<file path="config.mk">
export PLATFORM = sky130hd
export DESIGN_NAME = sbit_frame_emulator
export DESIGN_NICKNAME = d
export VERILOG_FILES = /design/src/rtl/sbit_frame_emulator_pkg.sv /design/src/rtl/sbit_slip_tx.sv /design/src/rtl/sbit_frame_emulator.sv
export SDC_FILE = /design/constraint.sdc
export NUM_CORES = 1
export LEC_CHECK = 0
export BUFFER_PORTS_ARGS = -buffer_cell sky130_fd_sc_hd__buf_2
export CAP_MARGIN = 5
export CORE_MARGIN = 5
export CORE_UTILIZATION = 52
export DETAILED_ROUTE_END_ITERATION = 16
export PLACE_DENSITY = 0.76
export SYNTH_ARGS = -nofsm -noshare
export SYNTH_HDL_FRONTEND = slang
export SYNTH_SLANG_ARGS = --single-unit
</file>
<file path="constraint.sdc">
create_clock -name clock -period 3 [get_ports clock]
set_clock_uncertainty 0.1 [all_clocks]
set_input_delay 0.3 -clock clock [delete_from_list [all_inputs] [get_ports clock]]
set_output_delay 0.3 -clock clock [all_outputs]
set_load 0.01 [all_outputs]
</file>
<file path="src/rtl/sbit_frame_emulator_pkg.sv">
// sbit_frame_emulator_pkg: shared constants and types for the S-bit frame emulator.
// Optional feature macro: SBIT_EMU_PRBS_EN (enables the PRBS-7 payload source).
package sbit_frame_emulator_pkg;

    // Default number of bits per frame per lane
    localparam int SBIT_EMU_FRAME_SIZE = 8;

    // Payload source selection, latched when a burst starts
    localparam logic [1:0] SBIT_EMU_MODE_PASS = 2'd0;
    localparam logic [1:0] SBIT_EMU_MODE_WALK = 2'd1;
    localparam logic [1:0] SBIT_EMU_MODE_PRBS = 2'd2;
    localparam logic [1:0] SBIT_EMU_MODE_ZERO = 2'd3;

    // PRBS-7 seed, loaded at reset and at every burst start
    localparam logic [6:0] SBIT_EMU_PRBS_SEED = 7'h7F;

    // Burst sequencer states
    typedef enum logic [1:0] {
        SBIT_EMU_ST_IDLE  = 2'd0,
        SBIT_EMU_ST_RUN   = 2'd1,
        SBIT_EMU_ST_FLUSH = 2'd2
    } sbit_emu_state_e;

endpackage

</file>
<file path="src/rtl/sbit_slip_tx.sv">
// sbit_slip_tx: per-lane emulated bit-phase shifter.
// Output is the FRAME_SIZE-bit window of {cur,prev} selected by the slip value;
// slip 0 passes the current word unchanged.
module sbit_slip_tx
    import sbit_frame_emulator_pkg::*;
#(
    parameter int FRAME_SIZE = SBIT_EMU_FRAME_SIZE
) (
    input  logic [FRAME_SIZE-1:0]         i_cur,
    input  logic [FRAME_SIZE-1:0]         i_prev,
    input  logic [$clog2(FRAME_SIZE)-1:0] i_slip,
    output logic [FRAME_SIZE-1:0]         o_data
);

    localparam int SW = $clog2(FRAME_SIZE);
    localparam logic [SW:0] FS = (SW+1)'(FRAME_SIZE);

    logic [2*FRAME_SIZE-1:0] w_cat;
    logic [SW:0]             w_shamt;

    // Shift right by (FRAME_SIZE - slip) and keep the low word
    always_comb begin
        w_cat   = {i_cur, i_prev};
        w_shamt = FS - {1'b0, i_slip};
        o_data  = FRAME_SIZE'(w_cat >> w_shamt);
    end

endmodule

</file>
<file path="src/rtl/sbit_frame_emulator.sv">
// sbit_frame_emulator: VFAT3 trigger-path transmitter model producing per-lane
// S-bit frame words and the one-hot start-of-frame word.
// Optional feature macro: SBIT_EMU_PRBS_EN (PRBS-7 source for mode 2; when
// undefined, mode 2 emits all-zero payload and no LFSR exists).
module sbit_frame_emulator
    import sbit_frame_emulator_pkg::*;
#(
    parameter int MXSBITS    = 64,
    parameter int FRAME_SIZE = SBIT_EMU_FRAME_SIZE
) (
    input  logic                          clock,
    input  logic                          reset_n,
    input  logic [MXSBITS-1:0]            sbits_i,
    input  logic [1:0]                    mode_i,
    input  logic [$clog2(FRAME_SIZE)-1:0] slip_i,
    input  logic                          slip_load_i,
    input  logic                          start_i,
    input  logic                          stop_i,
    input  logic [15:0]                   burst_len_i,
    input  logic                          sot_corrupt_i,
    output logic [MXSBITS-1:0]            frames_o,
    output logic [FRAME_SIZE-1:0]         sot_o,
    output logic                          busy_o,
    output logic [15:0]                   frame_cnt_o
);

    localparam int LANES = MXSBITS / FRAME_SIZE;
    localparam int SW    = $clog2(FRAME_SIZE);
    localparam int WW    = $clog2(MXSBITS);

    sbit_emu_state_e         r_state;
    logic [1:0]              r_mode;
    logic [15:0]             r_frame_cnt;
    logic [WW-1:0]           r_walk_idx;
    logic [SW-1:0]           r_slip;
    logic [SW-1:0]           r_slip_pend;
    logic                    r_slip_pend_v;
    logic [MXSBITS-1:0]      r_cur;
    logic [MXSBITS-1:0]      r_prev;
    logic [MXSBITS-1:0]      r_frames;
    logic [FRAME_SIZE-1:0]   r_sot;

    logic [MXSBITS-1:0]      w_src;
    logic [MXSBITS-1:0]      w_shifted;
    logic [15:0]             w_cnt_next;
    logic                    w_burst_done;
    logic [SW-1:0]           w_sot_idx;
    logic [FRAME_SIZE-1:0]   w_sot;

`ifdef SBIT_EMU_PRBS_EN
    logic [6:0]              r_prbs;
    logic [6:0]              w_prbs_next;
    logic [FRAME_SIZE-1:0]   w_prbs_word;

    // Step x^7+x^6+1 once per frame bit; inserted bits build the word LSB first
    always_comb begin
        w_prbs_next = r_prbs;
        w_prbs_word = '0;
        for (int i = 0; i < FRAME_SIZE; i++) begin
            w_prbs_word[i] = w_prbs_next[6] ^ w_prbs_next[5];
            w_prbs_next    = {w_prbs_next[5:0], w_prbs_word[i]};
        end
    end

    // LFSR state: reseeded on burst start, advanced once per RUN frame
    always_ff @(posedge clock or negedge reset_n) begin
        if (!reset_n) begin
            r_prbs <= SBIT_EMU_PRBS_SEED;
        end else if (r_state == SBIT_EMU_ST_IDLE && start_i) begin
            r_prbs <= SBIT_EMU_PRBS_SEED;
        end else if (r_state == SBIT_EMU_ST_RUN) begin
            r_prbs <= w_prbs_next;
        end
    end
`endif

    // Saturating frame count and burst-length terminal detect (0 = continuous)
    always_comb begin
        w_cnt_next   = (r_frame_cnt == 16'hFFFF) ? r_frame_cnt : r_frame_cnt + 16'd1;
        w_burst_done = (burst_len_i != 16'd0) && (w_cnt_next == burst_len_i);
    end

    // Payload source: only RUN produces data, IDLE and FLUSH feed zeros
    always_comb begin
        w_src = '0;
        if (r_state == SBIT_EMU_ST_RUN) begin
            case (r_mode)
                SBIT_EMU_MODE_PASS: w_src = sbits_i;
                SBIT_EMU_MODE_WALK: w_src[r_walk_idx] = 1'b1;
`ifdef SBIT_EMU_PRBS_EN
                SBIT_EMU_MODE_PRBS: w_src = {LANES{w_prbs_word}};
`else
                SBIT_EMU_MODE_PRBS: w_src = '0;
`endif
                SBIT_EMU_MODE_ZERO: w_src = '0;
                default:            w_src = '0;
            endcase
        end
    end

    // Burst sequencer: IDLE -> RUN on start, RUN -> FLUSH on stop or count, FLUSH -> IDLE
    always_ff @(posedge clock or negedge reset_n) begin
        if (!reset_n) begin
            r_state     <= SBIT_EMU_ST_IDLE;
            r_mode      <= SBIT_EMU_MODE_PASS;
            r_frame_cnt <= '0;
            r_walk_idx  <= '0;
        end else begin
            case (r_state)
                SBIT_EMU_ST_IDLE: begin
                    if (start_i) begin
                        r_state     <= SBIT_EMU_ST_RUN;
                        r_mode      <= mode_i;
                        r_frame_cnt <= '0;
                        r_walk_idx  <= '0;
                    end
                end
                SBIT_EMU_ST_RUN: begin
                    r_frame_cnt <= w_cnt_next;
                    r_walk_idx  <= (r_walk_idx == WW'(MXSBITS-1)) ? '0 : r_walk_idx + WW'(1);
                    if (stop_i || w_burst_done) begin
                        r_state <= SBIT_EMU_ST_FLUSH;
                    end
                end
                SBIT_EMU_ST_FLUSH: r_state <= SBIT_EMU_ST_IDLE;
                default:           r_state <= SBIT_EMU_ST_IDLE;
            endcase
        end
    end

    // Slip register: immediate in IDLE, otherwise parked and applied on the FLUSH -> IDLE edge
    always_ff @(posedge clock or negedge reset_n) begin
        if (!reset_n) begin
            r_slip        <= '0;
            r_slip_pend   <= '0;
            r_slip_pend_v <= 1'b0;
        end else if (r_state == SBIT_EMU_ST_IDLE) begin
            if (slip_load_i) begin
                r_slip <= slip_i;
            end
        end else begin
            if (slip_load_i) begin
                r_slip_pend   <= slip_i;
                r_slip_pend_v <= 1'b1;
            end
            if (r_state == SBIT_EMU_ST_FLUSH) begin
                if (slip_load_i) begin
                    r_slip <= slip_i;
                end else if (r_slip_pend_v) begin
                    r_slip <= r_slip_pend;
                end
                r_slip_pend_v <= 1'b0;
            end
        end
    end

    // One phase shifter per lane, fed from the source and previous-source registers
    for (genvar g = 0; g < LANES; g++) begin : g_lane
        sbit_slip_tx #(.FRAME_SIZE(FRAME_SIZE)) u_slip (
            .i_cur  (r_cur [g*FRAME_SIZE +: FRAME_SIZE]),
            .i_prev (r_prev[g*FRAME_SIZE +: FRAME_SIZE]),
            .i_slip (r_slip),
            .o_data (w_shifted[g*FRAME_SIZE +: FRAME_SIZE])
        );
    end

    // SoT marks bit (slip-1) mod FRAME_SIZE
    always_comb begin
        w_sot_idx        = r_slip - SW'(1);
        w_sot            = '0;
        w_sot[w_sot_idx] = 1'b1;
    end

    // Source register, previous-source register, then output registers for data and SoT
    always_ff @(posedge clock or negedge reset_n) begin
        if (!reset_n) begin
            r_cur    <= '0;
            r_prev   <= '0;
            r_frames <= '0;
            r_sot    <= FRAME_SIZE'(2);
        end else begin
            r_cur    <= w_src;
            r_prev   <= r_cur;
            r_frames <= w_shifted;
            r_sot    <= sot_corrupt_i ? '0 : w_sot;
        end
    end

    assign frames_o    = r_frames;
    assign sot_o       = r_sot;
    assign busy_o      = (r_state != SBIT_EMU_ST_IDLE);
    assign frame_cnt_o = r_frame_cnt;

endmodule

</file>
==> run metrics <==
number of antenna violations at the first check in global routing=1; Max VDD drop=0.0005594 V; max_slew headroom=26.69%; post-synth cell types=65; count of buffers inserted at the top-level ports=roughly 180; worst min-delay path startpoint=sbits_i[44]; Crit. End Element=flip-flop; final weighted congestion in routability-driven placement=0.9761; overall die height=165.1 um; Die Span X=165.1 um; First DRT Iteration DRCs=1259; vias in the first global route=10400; Synth-to-Final Area Change=23.65%; initial cell density of the core=53.00%; post-synth net total=1229; count of final hold-check violations=0; met3 track utilization from global routing=5.510%; via density per instance=6.302; Avg Cell Area, Syn=about 11 um^2; CTS H-tree lvls=1; worst-skew pair later-pin latency=0.54 ns; top area cells in the synthesized netlist=dfrtp_1 (46%), mux4_2 (14%), mux2i_1 (4.9%); final number of setup-violating endpoints=0; portion of the post-synthesis area used by sequential elements=46.60%; Inserted Clock Buffers=25; met1 capacity usage during global routing=between 30% and 40%; commonest non-fill, non-tap cells in the layout=dfrtp_1 (231), buf_2 (178), nor2_1 (120); Top Ports=180; placed instance count=1573; post-route clock period utilization=93.80%; post-CTS setup buffer count=0; actual transition at the worst max-transition pin=1.094 ns; total congestion overflow after global routing=0; post-synth top area cell=dfrtp_1; number of violations of the max-capacitance limit=0; leakage component of the power=6.968 nW; count of flip-flops with a built-in enable after synthesis=0; power consumption=around 14 mW; length of the first detailed-routing pass in iterations=6; Syn. warnings=0; half-perimeter wire length of the detailed placement result=25010 um; leading cell type in the layout, fill and taps excluded=dfrtp_1; unrepaired setup endpoints after global routing=no; top flip-flop cell by instance count after synthesis=dfrtp_1; DRC violation count after routing=0; CTS max path bufs=3; total die area=27270 um^2; Net count, final=1448; routed length per instance=21.17 um; total wirelength of the detailed-routed design=35860 um; total vias in the final route=10680; busiest layer in global routing=met2; residual antenna-violating net count after detailed routing=0; start point of the critical path=frame_cnt_o[0]; maximum fanout along the worst path=8; combinational family with the most area after synthesis=multiplexers; Hold/Removal Path Class=primary input to flip-flop; wire length of the first global-routing pass=roughly 57000 um; arrival time reported for the critical path endpoint=3.12 ns; final worst path period need=2.814 ns; global-route track usage on met2=40.39%; power per standard cell area=913.2 nW/um^2; Max Clock Freq=between 300 and 400 MHz; critical path required time=3.30 ns; run status=finished clean; # clock sinks=between 200 and 250; kind of launch point of the worst setup path=flip-flop; area fraction in compound gates after synthesis=14.73%; reg-to-reg startpoint=frame_cnt_o[0]; clock-pin slew on the worst setup and hold paths=0.06 ns; critical path class=flip-flop to flip-flop; largest net degree at the start of global routing=77; fraction of the mapped netlist area in adder cells=0.2999%; flops & latches, synth=~230; floorplan core area=23610 um^2; Yosys top cell area share=46.39%; simple-gate share of the synthesized area=13.47%; ratio of cells with drive above 1 in the final layout=27.68%; library cell used as clock root buffer=clkbuf_16; summed area of non-filler cells in the final layout=15480 um^2; Pins Over Slew Limit=0; cell area after synthesis=12520 um^2; total negative slack=0 ns; Post-Layout Cell Count=1694; GRT Resource Usage Total=26.43%; share of async-settable or async-resettable flops after synthesis=between 90% and 100%; post-synthesis xor/xnor area fraction=1.050%; CTS tree=built; row count=between 50 and 60; cell count after synthesis=1135; cell area after placement=13860 um^2; multiplexer share of the synthesized area=20.26%
==> power breakdown <==
part	leakage (nW)	internal (mW)	switching, mW	total, mW
logic	3.38	2.85	3.81	6.65
registers	3.16	3.76	0.466	4.23
clock network	0.431	1.93	1.32	3.25
==> routing by layer <==
metal | wire length, um | up-vias
met5 | 0 | -
met2 | 16190 | 651
met3 | 3724 | 106
met1 | 14840 | 5204
li1 | - | 4715
met4 | 1107 | 0
==> registers in the layout, summed over array words and instances (netlist names), 2 cells and up <==
| signal | cells |
|---|---|
| frames_o | 64 |
| r_walk_idx | 6 |
| sot_o | 8 |
| r_prev | 64 |
| r_slip_pend | 3 |
| r_mode | 2 |
| r_state | 2 |
| frame_cnt_o | 16 |
| r_cur | 64 |
| r_slip | 3 |
==> layout make-up <==
type,instances,area [um^2]
well taps,319,399.1
multi-input cells,796,6290
diodes,2,5.005
fillers,1707,8137
clock inverters,14,180.2
inverters,8,30.03
flip-flops and latches,233,5836
repair buffers,290,2034
clock buffers,32,701.9
==> per-stage QoR <==
| step | util, % | setup slack [ns] | hold WS, ns |
|---|---|---|---|
| global route | 65.53 | 0.01132 | 0.1028 |
| global placement | 58.68 | 0.3693 | 0.2190 |
| finish | 65.54 | 0.1861 | 0.07163 |
| CTS | 65.52 | 0.2164 | 0.03392 |
| detailed placement | 58.68 | 0.2907 | 0.2269 |
| floorplan | - | -0.005756 | -0.09559 |
==> cell usage after synthesis, types with 12 or more instances <==
| cell type | number |
|---|---|
| nor2b_1 | 24 |
| buf_1 | 16 |
| mux2_2 | 15 |
| buf_2 | 24 |
| nor3_1 | 14 |
| nand2_1 | 94 |
| dfrtp_1 | 232 |
| o21ai_0 | 61 |
| mux4_2 | 78 |
| o22ai_1 | 17 |
| a211oi_1 | 27 |
| clkbuf_1 | 53 |
| mux2i_1 | 61 |
| nand3_1 | 23 |
| nand2b_1 | 12 |
| a21oi_1 | 45 |
| nor2_1 | 121 |
| a31oi_1 | 26 |
| a221oi_1 | 14 |
| a22oi_1 | 57 |
==> kinds of logic after synthesis <==
| kind of cell | Yosys count |
|---|---|
| flops | 233 |
| buf+inv | 106 |
| mux | 154 |
| fa+ha+maj | 3 |
| simple gates | 343 |
| xor+xnor | 15 |
| compound gates | 281 |
==> critical path, cell delays in order, from the launching register on <==
cell and delay [ns]:
dfrtp_1 0.49, ha_1 0.35, and4_2 0.26, a2111o_1 0.46
xnor2_1 0.20, o21ai_1 0.10, nand4bb_1 0.27, o41ai_2 0.35
a21oi_1 0.10
==> path summary, 6_finish.rpt <==
| kind | endpoint | slack, ns | cells past startpoint |
|---|---|---|---|
| worst min register to register | r_prev[53] | 0.31 | 0 |
| worst min-delay path | r_cur[44] | 0.07 | 3 |
| worst max-delay path | r_state[0] | 0.19 | 8 |
| max in group asynchronous | sot_o[1] | 1.65 | 3 |
| worst max register to register | r_state[0] | 0.19 | 8 |
| min in group asynchronous | frame_cnt_o[3] | 0.23 | 2 |
==> what timing repair did <==
action,4_1_cts,5_1_grt
endpoints found under the setup margin,0,1
hold buffers,73,0
hold endpoints to repair,149,0
gates resized for setup,0,1
(Power assumes the default switching activity.)
